==> src/rtl/hazard_unit.sv <==
// hazard_unit: pipeline control for the five-stage datapath.
// Drives the PC and inter-stage latch enables and bubble flushes. It resolves
// RAW hazards against the decode instruction, holds on data-memory misses,
// squashes wrong-path work on a taken branch or jump in MEM, and freezes on
// HALT. It also keeps saturating stall and flush counters.
// Build option: define HAZARD_FORWARD_EN when the datapath forwards from
// EX/MEM and MEM/WB; only load-use then needs a bubble.
module hazard_unit #(
  parameter int CNT_W = 16
) (
  input  logic             CLK,
  input  logic             nRST,
  input  logic             ihit,
  input  logic             dhit,
  input  logic [4:0]       ifid_rs,
  input  logic [4:0]       ifid_rt,
  input  logic             ifid_uses_rt,
  input  logic [4:0]       idex_wsel,
  input  logic             idex_regWrite,
  input  logic             idex_dREN,
  input  logic [4:0]       exmem_wsel,
  input  logic             exmem_regWrite,
  input  logic             exmem_dREN,
  input  logic             exmem_dWEN,
  input  logic             exmem_taken,
  input  logic             exmem_halt,
  output logic             pc_en,
  output logic             ifid_en,
  output logic             idex_en,
  output logic             exmem_en,
  output logic             memwb_en,
  output logic             ifid_flush,
  output logic             idex_flush,
  output logic             exmem_flush,
  output logic             halted,
  output logic [CNT_W-1:0] stall_cnt,
  output logic [CNT_W-1:0] flush_cnt
);

  typedef enum logic {RUN = 1'b0, HALT = 1'b1} state_t;

  state_t state, next_state;
  logic   memwait;
  logic   advance;
  logic   data_stall;
  logic   stall_inc;
  logic   flush_inc;

  // True when a stage writing wsel produces a register the decode instruction reads.
  function automatic logic raw_match(input logic       rw,
                                     input logic [4:0] wsel,
                                     input logic [4:0] rs,
                                     input logic [4:0] rt,
                                     input logic       uses_rt);
    return rw && (wsel != 5'd0) && ((wsel == rs) || (uses_rt && (wsel == rt)));
  endfunction

  // Counter increment that sticks at all-ones instead of wrapping.
  function automatic logic [CNT_W-1:0] sat_inc(input logic [CNT_W-1:0] v);
    if (&v) return v;
    return v + {{(CNT_W-1){1'b0}}, 1'b1};
  endfunction

  assign memwait = (exmem_dREN | exmem_dWEN) & ~dhit;
  assign advance = ihit & ~memwait;

`ifdef HAZARD_FORWARD_EN
  // Forwarding covers ALU results; only a load in EX cannot be forwarded in time.
  logic unused_exmem_fwd;
  assign unused_exmem_fwd = ^{exmem_wsel, exmem_regWrite};
  assign data_stall = idex_dREN &
                      raw_match(idex_regWrite, idex_wsel, ifid_rs, ifid_rt, ifid_uses_rt);
`else
  // Without forwarding, any producer still in EX or MEM blocks decode.
  logic unused_idex_dren;
  assign unused_idex_dren = idex_dREN;
  assign data_stall = raw_match(idex_regWrite, idex_wsel, ifid_rs, ifid_rt, ifid_uses_rt) |
                      raw_match(exmem_regWrite, exmem_wsel, ifid_rs, ifid_rt, ifid_uses_rt);
`endif

  // Priority decode of latch controls; everything idles in reset and in HALT.
  always_comb begin
    pc_en       = 1'b0;
    ifid_en     = 1'b0;
    idex_en     = 1'b0;
    exmem_en    = 1'b0;
    memwb_en    = 1'b0;
    ifid_flush  = 1'b0;
    idex_flush  = 1'b0;
    exmem_flush = 1'b0;
    next_state  = state;
    stall_inc   = 1'b0;
    flush_inc   = 1'b0;
    if (nRST && (state == RUN)) begin
      if (memwait) begin
        // The whole pipe holds; a data stall hidden behind the miss counts once here.
        stall_inc = 1'b1;
      end else if (exmem_halt && advance) begin
        // Let the HALT retire through MEM/WB, squash everything younger.
        memwb_en    = 1'b1;
        ifid_flush  = 1'b1;
        idex_flush  = 1'b1;
        exmem_flush = 1'b1;
        next_state  = HALT;
      end else if (exmem_taken && advance) begin
        // Redirect: take the new PC, squash the three wrong-path slots.
        pc_en       = 1'b1;
        ifid_en     = 1'b1;
        idex_en     = 1'b1;
        exmem_en    = 1'b1;
        memwb_en    = 1'b1;
        ifid_flush  = 1'b1;
        idex_flush  = 1'b1;
        exmem_flush = 1'b1;
        flush_inc   = 1'b1;
      end else if (data_stall && advance) begin
        // Hold fetch and decode, push a bubble into EX.
        idex_en    = 1'b1;
        exmem_en   = 1'b1;
        memwb_en   = 1'b1;
        idex_flush = 1'b1;
        stall_inc  = 1'b1;
      end else begin
        pc_en    = ihit;
        ifid_en  = ihit;
        idex_en  = ihit;
        exmem_en = ihit;
        memwb_en = ihit;
      end
    end
  end

  // State, halted flag and performance counters.
  always_ff @(posedge CLK or negedge nRST) begin
    if (!nRST) begin
      state     <= RUN;
      halted    <= 1'b0;
      stall_cnt <= '0;
      flush_cnt <= '0;
    end else begin
      state  <= next_state;
      halted <= (next_state == HALT);
      if (stall_inc) stall_cnt <= sat_inc(stall_cnt);
      if (flush_inc) flush_cnt <= sat_inc(flush_cnt);
    end
  end

endmodule

==> config.mk <==
export PLATFORM = sky130hd
export DESIGN_NAME = hazard_unit
export DESIGN_NICKNAME = d
export VERILOG_FILES = /design/src/rtl/hazard_unit.sv
export SDC_FILE = /design/constraint.sdc
export NUM_CORES = 1
export LEC_CHECK = 0
export CORE_ASPECT_RATIO = 0.8
export CORE_UTILIZATION = 49
export DETAILED_ROUTE_END_ITERATION = 16
export PLACE_DENSITY = 0.95
export SETUP_SLACK_MARGIN = 0.4
export SLEW_MARGIN = 0
export SYNTH_ARGS = -nofsm -noshare
export SYNTH_HDL_FRONTEND = slang
export SYNTH_SLANG_ARGS = --single-unit
==> constraint.sdc <==
create_clock -name CLK -period 5.3 [get_ports CLK]
set_clock_uncertainty 0.15 [all_clocks]
set_input_delay 0.53 -clock CLK [delete_from_list [all_inputs] [get_ports CLK]]
set_output_delay 0.53 -clock CLK [all_outputs]
set_load 0.05 [all_outputs]
==> qor.txt, run 1 <==
status - finished, final reports clean
core area - 3954 um^2
Worst Path Arrival - 2980 ps
Power Dens Cells - 218.5 nW/um^2
Post-synth EDFFs - 0
leakage - 1.180 nW
Top Metal Used - met4
Cell Int Power - 427.9 uW
unique cell type count in the Yosys netlist - 41
initial antenna violation count - 0
GPL Wtd Cong - 0.7620
mux share of post-synthesis cell area - 1.605%
largest family of logic cells by synthesized area - XOR/XNOR gates
Most used DFF post-synth - dfrtp_1
CTS sink cnt - 33
share of layout cells above drive strength 1 - 12.64%
Mapped Area - 2105 um^2
syn nets - 230
Worst Hold Class - flip-flop to flip-flop
H-tree depth - 2
Worst path max stage delay - 810 ps
setup violators final - 0
reg2reg setup slack - 2550 ps
Detailed Place HPWL - 3777 um
start of the worst register-to-register path - stall_cnt[0]$_DFFE_PN0P_
clock slew at reported path FFs - 70 ps
IO Port Bufs - 71
io pins - 73
HP Start - flush_cnt[10]$_DFFE_PN0P_
MaxCap Viol Count - 0
register area share after synthesis - 39.24%
Final ANT Viol Nets - 0
commonest non-fill, non-tap cell in the layout - clkdlybuf4s50_1
cells along the critical path - clkdlybuf4s50_1 -> or4_1 -> o21ai_0 -> o22a_1 -> o31a_1 -> clkdlybuf4s50_1
Worst setup SP type - input pin
Sw Share - 33.04%
Die Span X - 75.27 um
Initial Util - 53.23%
post-synthesis async set-or-reset flop share - 100.0%
multi-input logic area - 1207 um^2
Synth Area in Simple Gates - 18.07%
first-pass GRT wire length - 7948 um
grt total ovfl - 0
Metal-1 WL - 2178 um
post_cts resized - 0
Worst Path Required - 4620 ps
Psw - 211.2 uW
Longest Clk Path Bufs - 2
hold_buf cts - 0
post-synthesis compound-gate area fraction - 16.53%
Synth Area per Inst - 10.74 um^2
CP max FO - 3
critical path type - input pin to primary output
sequential share of power - 44.7%
Final Total Pwr - 639.0 uW
Endpoint, Worst Hold - flush_cnt[10]$_DFFE_PN0P_
period utilization - 69.02%
GR Util All Layers - 23.49%
total clock buffers created by CTS - 5
wire length on met3 - 432 um
vias in the first global route - 1699
die height - 60.62 um
met2 wire length - 2390 um
Routed Wire Length - 5045 um
flops & latches, synth - 33
combinational share of power - 27.0%
drt first pass iters - 4
Hold Crit Depth - 1
Seq. cell area - 825.8 um^2
Post-Synth Adder-Cell Area - 1.189%
critical path endpoint category - primary output
placed cells - 316
RSZ-0062 raised after global routing - no
Clock Latency Late Sink - 280 ps
Cells after Synth - 196
vias - 1763
CP startpoint - exmem_wsel[1]
diode count - 0
die area - 4562 um^2
post-synthesis xor/xnor area fraction - 19.98%
most used cell, CP - clkdlybuf4s50_1
clock power share - 28.2%
largest net degree at the start of global routing - 36
vias per cell - 5.441
# fillers - 290
Finished Layout Cells - 324
endpoints failing hold - 0
Tmin final - 3658 ps
R2R Path End - stall_cnt[1]$_DFFE_PN0P_
synth-to-layout area growth - 39.00%
CTS tree - yes
relative slew slack - 45.68%
hold slack - 347.7 ps
1st-iter DRT viols - 41
wire length per cell - 15.57 um
Max Clk Rate - 273.4 MHz
Site Rows - 20
Syn. warnings - 0
Crit-path slowest cell - clkdlybuf4s50_1
reg2reg path depth - 6
Final Max Slew Viols - 0
Final nets - 302
DRC viols - 0
TNS Setup - 0 ps
most frequent cells in the layout - clkdlybuf4s50_1 (71), xor2_1 (34), dfrtp_1 (33)
clock root buffer - clkbuf_8
Worst-Margin Slew - 814.8 ps
Max IR drop VDD - 243.9 uV
setup bufs post-CTS - 0
-- Yosys cell counts, types with 2 or more instances --
master / n / area, um^2
mux2_2: 2 / 22.52
inv_1: 6 / 22.52
buf_1: 2 / 7.510
nand4_1: 6 / 37.54
xnor2_1: 14 / 122.6
and3_1: 2 / 12.51
dfrtp_1: 33 / 825.8
ha_1: 2 / 25.02
o21ai_0: 2 / 10.01
a32oi_1: 2 / 17.52
nand3_1: 12 / 60.06
nand2_1: 16 / 60.06
or2_1: 5 / 31.28
a21oi_1: 2 / 10.01
or4_1: 2 / 15.01
nor2_1: 11 / 41.29
a2111oi_2: 4 / 60.06
and4_1: 3 / 26.28
xor2_1: 34 / 297.8
a211oi_2: 10 / 125.1
buf_4: 4 / 30.03
nor3_1: 2 / 10.01
nor4_1: 2 / 12.51
-- layer usage --
layer  vias up  GRT usage, %
li1        846             -
met1       844         30.07
met2        67         39.77
met3         6         6.146
met4         0         6.878
met5         -             0
-- state kept, by name, summed over array words and instances, names as in the netlist --
signal,count
flush_cnt,16
stall_cnt,16
state,1
-- worst max path at each step --
stage,to,slack (ps)
after global placement,ifid_en,1650
final,ifid_en,1640
after floorplan,pc_en,2480
after detailed placement,ifid_en,1630
after CTS,ifid_en,1620
after global routing,ifid_en,1530
-- worst max-delay path: cells and delay by family --
kind	cells	cell delay, ps
AO/OA/AOI/OAI	3	640
buffers and inverters	2	1280
AND/OR/NAND/NOR	1	540
-- final cells by class --
type | instances | share of cell area [%]
Multi-Input combinational cell | 150 | 41.27
Clock buffer | 6 | 2.481
Inverter | 6 | 0.7699
Tap cell | 55 | 2.352
Timing Repair Buffer | 72 | 24.55
Sequential cell | 33 | 28.23
Clock inverter | 2 | 0.3422
-- cell families after synthesis --
family / count (synthesis)
buffers and inverters: 13
flip-flops: 33
multiplexers: 3
AND/OR/NAND/NOR: 68
AO/OA/AOI/OAI: 29
XOR/XNOR: 48
adder cells (fa/ha/maj): 2
-- power groups by stage --
| stage | clock (mW) | sequential [mW] | combinational (mW) |
|---|---|---|---|
| 6_report | 0.180 | 0.286 | 0.173 |
| 5_1_grt | 0.199 | 0.288 | 0.183 |
| 2_1_floorplan | 0 | 0.343 | 0.0423 |
| 4_1_cts | 0.183 | 0.286 | 0.174 |
| 3_3_place_gp | 0 | 0.290 | 0.170 |
| 3_5_place_dp | 0 | 0.290 | 0.173 |
-- per-stage QoR --
stage	cell area [um^2]	utilization (%)	worst slack, ps
floorplan	2105	-	2477
global placement	2843	71.90	1654
detailed placement	2843	71.90	1628
CTS	2925	73.99	1620
global route	2925	73.99	1534
finish	2925	73.99	1642
Power figures use the tool's default switching activity.
==> run 2: changes to the inputs <==
- CORE_UTILIZATION: 49 -> 41
- PLACE_DENSITY: 0.95 -> 0.89
- clock period: 5.3 -> 3.28 ns (I/O delays scaled with it)
==> qor.txt, run 2 (synthesis results as in run 1) <==
initial antenna violation count - 0
GR Util All Layers - 19.78%
placed cells - 324
setup violators final - 0
drt first pass iters - 4
1st-iter DRT viols - 64
MaxCap Viol Count - 0
Final nets - 305
vias per cell - 5.317
post_cts resized - 0
hold slack - 345.6 ps
Clock Latency Late Sink - 270 ps
endpoints failing hold - 0
GPL Wtd Cong - 0.7661
Finished Layout Cells - 331
most frequent cells in the layout - clkdlybuf4s50_1 (63), xor2_1 (34), dfrtp_1 (33)
share of layout cells above drive strength 1 - 16.24%
hold_buf cts - 0
Worst Path Required - 2800 ps
Power Dens Cells - 345.1 nW/um^2
RSZ-0062 raised after global routing - no
Longest Clk Path Bufs - 2
sequential share of power - 44.2%
Worst Path Arrival - 2270 ps
IO Port Bufs - 71
# fillers - 392
Max IR drop VDD - 450.7 uV
relative slew slack - 57.51%
io pins - 73
Site Rows - 22
CTS tree - yes
critical path type - input pin to primary output
Routed Wire Length - 5040 um
H-tree depth - 2
Final ANT Viol Nets - 0
Worst setup SP type - input pin
die height - 66.08 um
largest net degree at the start of global routing - 29
post-place setup slack - 480.3 ps
Cell Int Power - 713.6 uW
Detailed Place HPWL - 3808 um
cell area after layout - 3038 um^2
vias in the first global route - 1724
DP Area - 2952 um^2
CTS sink cnt - 33
grt total ovfl - 0
largest registers - flush_cnt x16, stall_cnt x16, state x1
post-layout util - 63.79%
DRC viols - 0
commonest non-fill, non-tap cell in the layout - clkdlybuf4s50_1
clock slew at reported path FFs - 70 ps
Worst Hold Class - input pin to asynchronous set/reset pin
period utilization - 83.78%
clock power share - 29.0%
Initial Util - 44.19%
setup bufs post-CTS - 0
synth-to-layout area growth - 44.35%
Tmin final - 2748 ps
reg2reg setup slack - 1000 ps
core area - 4762 um^2
Final Total Pwr - 1.048 mW
Psw - 334.9 uW
total clock buffers created by CTS - 5
PnR worst setup slack - 532.0 ps
CP max FO - 3
combinational share of power - 26.8%
vias - 1760
Sw Share - 31.94%
Final Max Slew Viols - 0
wire length per cell - 15.23 um
diode count - 0
clock root buffer - clkbuf_8
leakage - 1.231 nW
critical path endpoint category - primary output
status - finished, final reports clean
first-pass GRT wire length - 8128 um
Die Span X - 82.10 um
die area - 5425 um^2
TNS Setup - 0 ps
Worst-Margin Slew - 636.3 ps
Max Clk Rate - 363.9 MHz
==> run 2: cell count changes in the layout (fill, tap and decap cells not counted) <==
cell,change
buf_12,+8
clkdlybuf4s50_1,-8
buf_4,+3
clkinv_2,-2
clkbuf_8,+1
==> run 2: path summary, 6_finish.rpt <==
| check | startpoint | to | cells after the start |
|---|---|---|---|
| min reg2reg | flush_cnt[10]$_DFFE_PN0P_ | flush_cnt[10]$_DFFE_PN0P_ | 1 |
| min | nRST | state$_DFFE_PN0P_ | 2 |
| max | idex_wsel[3] | pc_en | 7 |
| min in group CLK | flush_cnt[10]$_DFFE_PN0P_ | flush_cnt[10]$_DFFE_PN0P_ | 1 |
| max reg2reg | stall_cnt[0]$_DFFE_PN0P_ | stall_cnt[13]$_DFFE_PN0P_ | 7 |
| max in group asynchronous | nRST | stall_cnt[4]$_DFFE_PN0P_ | 2 |
==> run 2: layout make-up <==
cell class / instances / area, um^2 / area share (%)
multi-input combinational: 150 / 1207 / 39.74
sequential: 33 / 825.8 / 27.18
timing repair buffer: 75 / 820.8 / 27.02
clock buffer: 7 / 86.33 / 2.842
tap: 60 / 75.07 / 2.471
inverter: 6 / 22.52 / 0.7414
==> run 2: critical path, cell delays in order <==
cell and delay, ps:
clkdlybuf4s50_1 460, xor2_1 190, nor4_1 340, a32oi_1 200, o22a_1 220, o31a_1 340, buf_12 180
==> run 2: routing by layer <==
| layer | wire length (um) | track usage, % |
|---|---|---|
| met5 | 0 | 0 |
| met2 | 2291 | 32.95 |
| met3 | 361 | 4.690 |
| met1 | 2331 | 25.48 |
| met4 | 55 | 5.263 |
==> run 2: power by group through the flow <==
stage          sequential [mW]  combinational [mW]  clock, mW
5_1_grt                  0.468               0.300      0.331
3_5_place_dp             0.469               0.282          0
4_1_cts                  0.463               0.284      0.310
2_1_floorplan            0.555              0.0684          0
3_3_place_gp             0.469               0.278          0
6_report                 0.463               0.282      0.304
==> RTL change 1 (config.mk and constraints of run 1) <==
Add a define of `HAZARD_FORWARD_EN`.
--- a/src/rtl/hazard_unit.sv
+++ b/src/rtl/hazard_unit.sv
@@ -5,6 +5,8 @@
 // HALT. It also keeps saturating stall and flush counters.
 // Build option: define HAZARD_FORWARD_EN when the datapath forwards from
 // EX/MEM and MEM/WB; only load-use then needs a bubble.
+`define HAZARD_FORWARD_EN
+
 module hazard_unit #(
   parameter int CNT_W = 16
 ) (
Formal check against the unedited RTL: not equivalent (a bounded check fails within 4 cycles, from zero or initial values and one cycle with nRST low).
==> RTL change 1 against run 1 <==
Synthesized area is 15% lower. Maximum frequency up 3.9%. Count of clock-buffer cells in the layout stayed put. Design area fell by 11%. Global-route usage fell by 0.81 points. Worst setup slack improved by 0.14 ns. Total power up 15%. Sequential cell count unchanged. Wire length down 22%.
==> RTL change 1: results (changes against run 1) <==
count leader, synth dfrtp_1; CTS Buffer Depth 2 (unchanged); top sig layer met4; synth warn 0 (unchanged); slowest CP cell clkdlybuf4s50_1; # Post-CTS Setup Buffers 0 (unchanged); mux contribution to synthesized area 1.262% (-0.34 points); Clock Latency Late Sink 0.28 ns (about the same); Min-Delay Path Class flip-flop to flip-flop; Avg WL per Cell 14.03 um (-9.9%); Largest stage delay, worst path 0.80 ns; I/O Buffers 66 (-7.0%); largest cells by area after synthesis dfrtp_1 46%, xnor2_1 13%, xor2_1 5.9%, nand2_1 4.4%, nand3_1 3.1%; Hold Path Cell Cnt 1 (unchanged); Netlist cell types 36 (-12%); gr usage total 22.68% (-0.81 points); Resized Gates After CTS 0 (unchanged); Place WS 1.770 ns (+0.1416 ns); run status finished clean; P_leak 0.001064 uW (-9.8%); Crit Path Max Fanout 3 (unchanged); Commonest cells post-synth 33 x dfrtp_1, 26 x xnor2_1, 21 x nand2_1, 12 x xor2_1, 11 x nand3_1; worst hold endpoint flush_cnt[10]$_DFFE_PN0P_; largest net degree at the start of global routing 35 (-2.8%); layout cells sized above 1 10.00% (-2.6 points); sequential area share after synthesis 46.28% (+7.0 points); R2R Path Start state$_DFFE_PN0P_; worst rel slew slack 66.12% (+20 points); DR iter-0 viols 62 (+51%); Via Count 1496 (-15%); delay-heaviest family, CP buffers and inverters; first-pass GRT wire length 6927 um (-13%); R2R setup slack 3.04 ns (+0.49 ns); adder-cell share of the synthesized area 1.403% (+0.21 points); r2r worst-path depth 7 (+1); GPL Wtd Cong 0.7588 (-0.42%); wire length on met3 259 um (-40%); syn_nets 203 (-12%); reg-to-reg endpoint flush_cnt[9]$_DFFE_PN0P_; drt pass-1 iters 4 (unchanged); HPWL after DPL 3079 um (-18%); Synth Area in XOR/XNOR 18.65% (-1.3 points); Layout Nets 273 (-9.6%); DP Area 2471 sq um (-13%); Compound-Gate Fraction of Synth Area 5.049% (-11 points); Peak supply drop 0.0002773 V (+14%); CTS Root Cell clkbuf_8; DR WL met2 1896 um (-21%); Metal-1 WL 1762 um (-19%); critical path arrival 2.84 ns (-0.14 ns)
==> RTL change 1: cell count changes after synthesis, moves of 3 or more <==
cell	delta
xnor2_1	+12
and3_1	+3
a211oi_2	-10
a2111oi_2	-4
xor2_1	-22
nor3_2	+4
nand2_1	+5
or2_1	-5
==> RTL change 1: worst max path at each step <==
stage / startpoint / end / slack (ns)
detailed placement: idex_wsel[1] / ifid_en / 1.77
global route: idex_wsel[2] / pc_en / 1.67
finish: idex_wsel[2] / ifid_en / 1.78
CTS: idex_wsel[2] / ifid_en / 1.77
floorplan: exmem_dWEN / idex_flush / 2.04
global placement: idex_wsel[1] / ifid_en / 1.79
==> RTL change 1: kinds of logic (layout without fill, tap and decap cells) <==
logic type / after synthesis / in the layout
AND/OR/NAND/NOR: 76 / 76
XOR/XNOR: 38 / 38
flip-flops: 33 / 33
AO/OA/AOI/OAI: 10 / 10
buffers and inverters: 8 / 79
adder cells (fa/ha/maj): 2 / 2
multiplexers: 2 / 2
==> RTL change 1: stage by stage <==
stage / instances / power [uW] / hold slack, ns / util (%)
floorplan: 169 / 416.1 / 0.08441 / -
global placement: 274 / 494.6 / 0.3281 / 71.69
detailed placement: 274 / 500.2 / 0.3313 / 71.69
CTS: 282 / 746.5 / 0.3467 / 75.17
global route: 282 / 775.2 / 0.3649 / 75.17
finish: 282 / 738.0 / 0.3457 / 75.17
==> RTL change 1: area by class of cell <==
type                            count  area (sq um)
Multi-Input combinational cell    128         909.6
Fill cell                         265         855.8
Sequential cell                    33         825.8
Timing Repair Buffer               67         668.1
Clock buffer                        6         82.58
Tap cell                           42         52.55
Clock inverter                      2         37.54
Inverter                            4         15.01
==> RTL change 1: report_power, final <==
group	internal [uW]	total (uW)	switching, uW
Clock	153	244	91.1
Combinational	77.4	194	116
Sequential	273	300	26.9
==> RTL change 1: per-layer routing <==
layer,up-vias,GRT usage [%]
li1,725,-
met1,722,29.00
met2,45,37.31
met3,4,6.703
met4,0,6.997
met5,-,0
==> RTL change 2 (config.mk and constraints of run 1) <==
Made on the original files. Register the output `stall_cnt` once more, cleared by the reset; this adds one clock of latency there. The other outputs are not delayed to match.
--- a/src/rtl/hazard_unit.sv
+++ b/src/rtl/hazard_unit.sv
@@ -38,6 +38,8 @@
 );
 
   typedef enum logic {RUN = 1'b0, HALT = 1'b1} state_t;
+
+  logic [CNT_W-1:0] stall_cnt_s0;
 
   state_t state, next_state;
   logic   memwait;
@@ -135,13 +137,21 @@
     if (!nRST) begin
       state     <= RUN;
       halted    <= 1'b0;
-      stall_cnt <= '0;
+      stall_cnt_s0 <= '0;
       flush_cnt <= '0;
     end else begin
       state  <= next_state;
       halted <= (next_state == HALT);
-      if (stall_inc) stall_cnt <= sat_inc(stall_cnt);
+      if (stall_inc) stall_cnt_s0 <= sat_inc(stall_cnt_s0);
       if (flush_inc) flush_cnt <= sat_inc(flush_cnt);
+    end
+  end
+
+  always_ff @(posedge CLK or negedge nRST) begin
+    if (!nRST) begin
+      stall_cnt <= '0;
+    end else begin
+      stall_cnt <= stall_cnt_s0;
     end
   end
 
Formal check against the unedited RTL: not equivalent (Yosys sat finds a counterexample within 4 cycles, from zero or initial values and one cycle with nRST low).
==> RTL change 2 against run 1 <==
Maximum frequency decreased by 1.5%. Synthesized area is 11% higher. Die area rose by 10%. Design area grew 8.3%. Register-to-register slack better by 0.37 ns. Non-clock buffer count is the same. Worst setup slack worse by 0.056 ns. Wire length down 9.1%. Total power up 27%. Sequential cell count up 16.
==> RTL change 2: results (changes against run 1) <==
Commonest cells post-synth 49 x dfrtp_1, 43 x xnor2_1, 21 x nand2_1, 11 x nand3_1, 8 x and3_1; met3 usage in global routing 4.203% (-1.9 points); Layout Nets 308 (+2.0%); CTS clk-pin slew, worst paths 0.09 ns (+0.02 ns); run status finished clean; syn_nets 233 (+1.3%); Peak supply drop 0.0001690 V (-31%); Min-Delay Path Class primary input to asynchronous set/reset pin; synth warn 0 (unchanged); GPL Wtd Cong 0.8980 (+18%); met2 usage 32.22% (-7.5 points); Netlist cell types 41 (unchanged); met1 usage 27.80% (-2.3 points); HPWL after DPL 3649 um (-3.4%); largest registers flush_cnt: 16 flops, stall_cnt: 16 flops, stall_cnt_s0: 16 flops; Resized Gates After CTS 0 (unchanged); Clock Latency Late Sink 0.30 ns (+0.02 ns); routed wire length 4588 um (-9.1%); P_leak 0.001357 uW (+15%); slowest CP cell clkdlybuf4s50_1; gr usage total 20.61% (-2.9 points); DR iter-0 viols 94 (+130%); largest net degree at the start of global routing 52 (+44%); Crit Path Max Fanout 3 (unchanged); layout cells sized above 1 9.455% (-3.2 points); Via Count 1738 (-1.4%); critical path arrival 3.03 ns (+0.05 ns); CTS Root Cell clkbuf_8; total CTS buffers 5 (unchanged); Slew @ Worst Pin 0.6912 ns (-0.1236 ns); sequential area share after synthesis 52.72% (+13 points); first-pass GRT wire length 7907 um (-0.52%); FILL cells 370 (+28%); largest cells by area after synthesis dfrtp_1 53%, xnor2_1 16%, nand2_1 3.4%, nand3_1 2.4%, and3_1 2.2%; initial antenna violation count 0 (unchanged); I/O Buffers 71 (unchanged)
RTL change 2: cell count changes after synthesis, moves of 3 or more:
cell / run 1 / this run
nand4_2: 0 / 3
nand2_1: 16 / 21
or2_1: 5 / 0
a211oi_2: 10 / 0
xor2_1: 34 / 5
dfrtp_1: 33 / 49
o22ai_1: 0 / 3
and3_1: 2 / 8
a2111oi_2: 4 / 0
xnor2_1: 14 / 43
nor2_1: 11 / 7
RTL change 2: path summary, 6_finish.rpt:
path                                                   start                     endpoint  slack, ns  depth (start not counted)
max in group asynchronous                               nRST     flush_cnt[8]$_DFFE_PN0P_       4.39                          2
worst min register to register  stall_cnt_s0[10]$_DFFE_PN0P_      stall_cnt[10]$_DFF_PN0_       0.28                          0
worst min-delay path                                    nRST     flush_cnt[1]$_DFFE_PN0P_       0.21                          2
worst max-delay path                            idex_wsel[1]                        pc_en       1.59                          7
min in group CLK                stall_cnt_s0[10]$_DFFE_PN0P_      stall_cnt[10]$_DFF_PN0_       0.28                          0
worst max register to register   stall_cnt_s0[0]$_DFFE_PN0P_  stall_cnt_s0[6]$_DFFE_PN0P_       2.92                          8
RTL change 2: kinds of logic (layout without fill, tap and decap cells):
kind of cell | Yosys count | count (layout) | synth area share, %
fa+ha+maj | 2 | 2 | 1.076
compound gates | 14 | 14 | 5.810
xor+xnor | 48 | 48 | 18.07
flops | 49 | 49 | 52.72
simple gates | 72 | 72 | 18.02
buf+inv | 10 | 86 | 2.420
mux | 4 | 4 | 1.883
RTL change 2: report_power, final:
group          leakage, uW  switching [uW]  internal (uW)  total [uW]
clock network    0.0000456             124           94.3         218
registers         0.000665            21.6            400         422
logic             0.000647             100           73.8         174
RTL change 2: per-layer routing:
metal,part of all wire (%),up-vias,wire (um)
met2,48,60,2187
met5,0,-,0
met3,5.1,8,233
met4,1.9,0,85
met1,45,840,2082
li1,-,830,-
RTL change 2: cell type report:
cell class | instances | area (sq um) | area share (%)
Inverter | 6 | 22.52 | 0.7112
Multi-Input combinational cell | 140 | 1044 | 32.95
Tap cell | 60 | 75.07 | 2.371
Clock inverter | 2 | 13.76 | 0.4346
Timing Repair Buffer | 72 | 713.2 | 22.52
Sequential cell | 49 | 1226 | 38.72
Clock buffer | 6 | 72.57 | 2.292
RTL change 2: critical path, delay by kind of cell:
| kind | cells | cell delay (ns) |
|---|---|---|
| buffers and inverters | 3 | 1.38 |
| AND/OR/NAND/NOR | 1 | 0.54 |
| AO/OA/AOI/OAI | 3 | 0.58 |
RTL change 2: per-stage QoR:
step | area [sq um] | setup slack, ns | cells
final | 3167 | 1.586 | 335
after global routing | 3167 | 1.491 | 335
after CTS | 3167 | 1.593 | 335
after detailed placement | 3080 | 1.602 | 327
after global placement | 3080 | 1.686 | 327
after floorplan | 2326 | 2.003 | 199
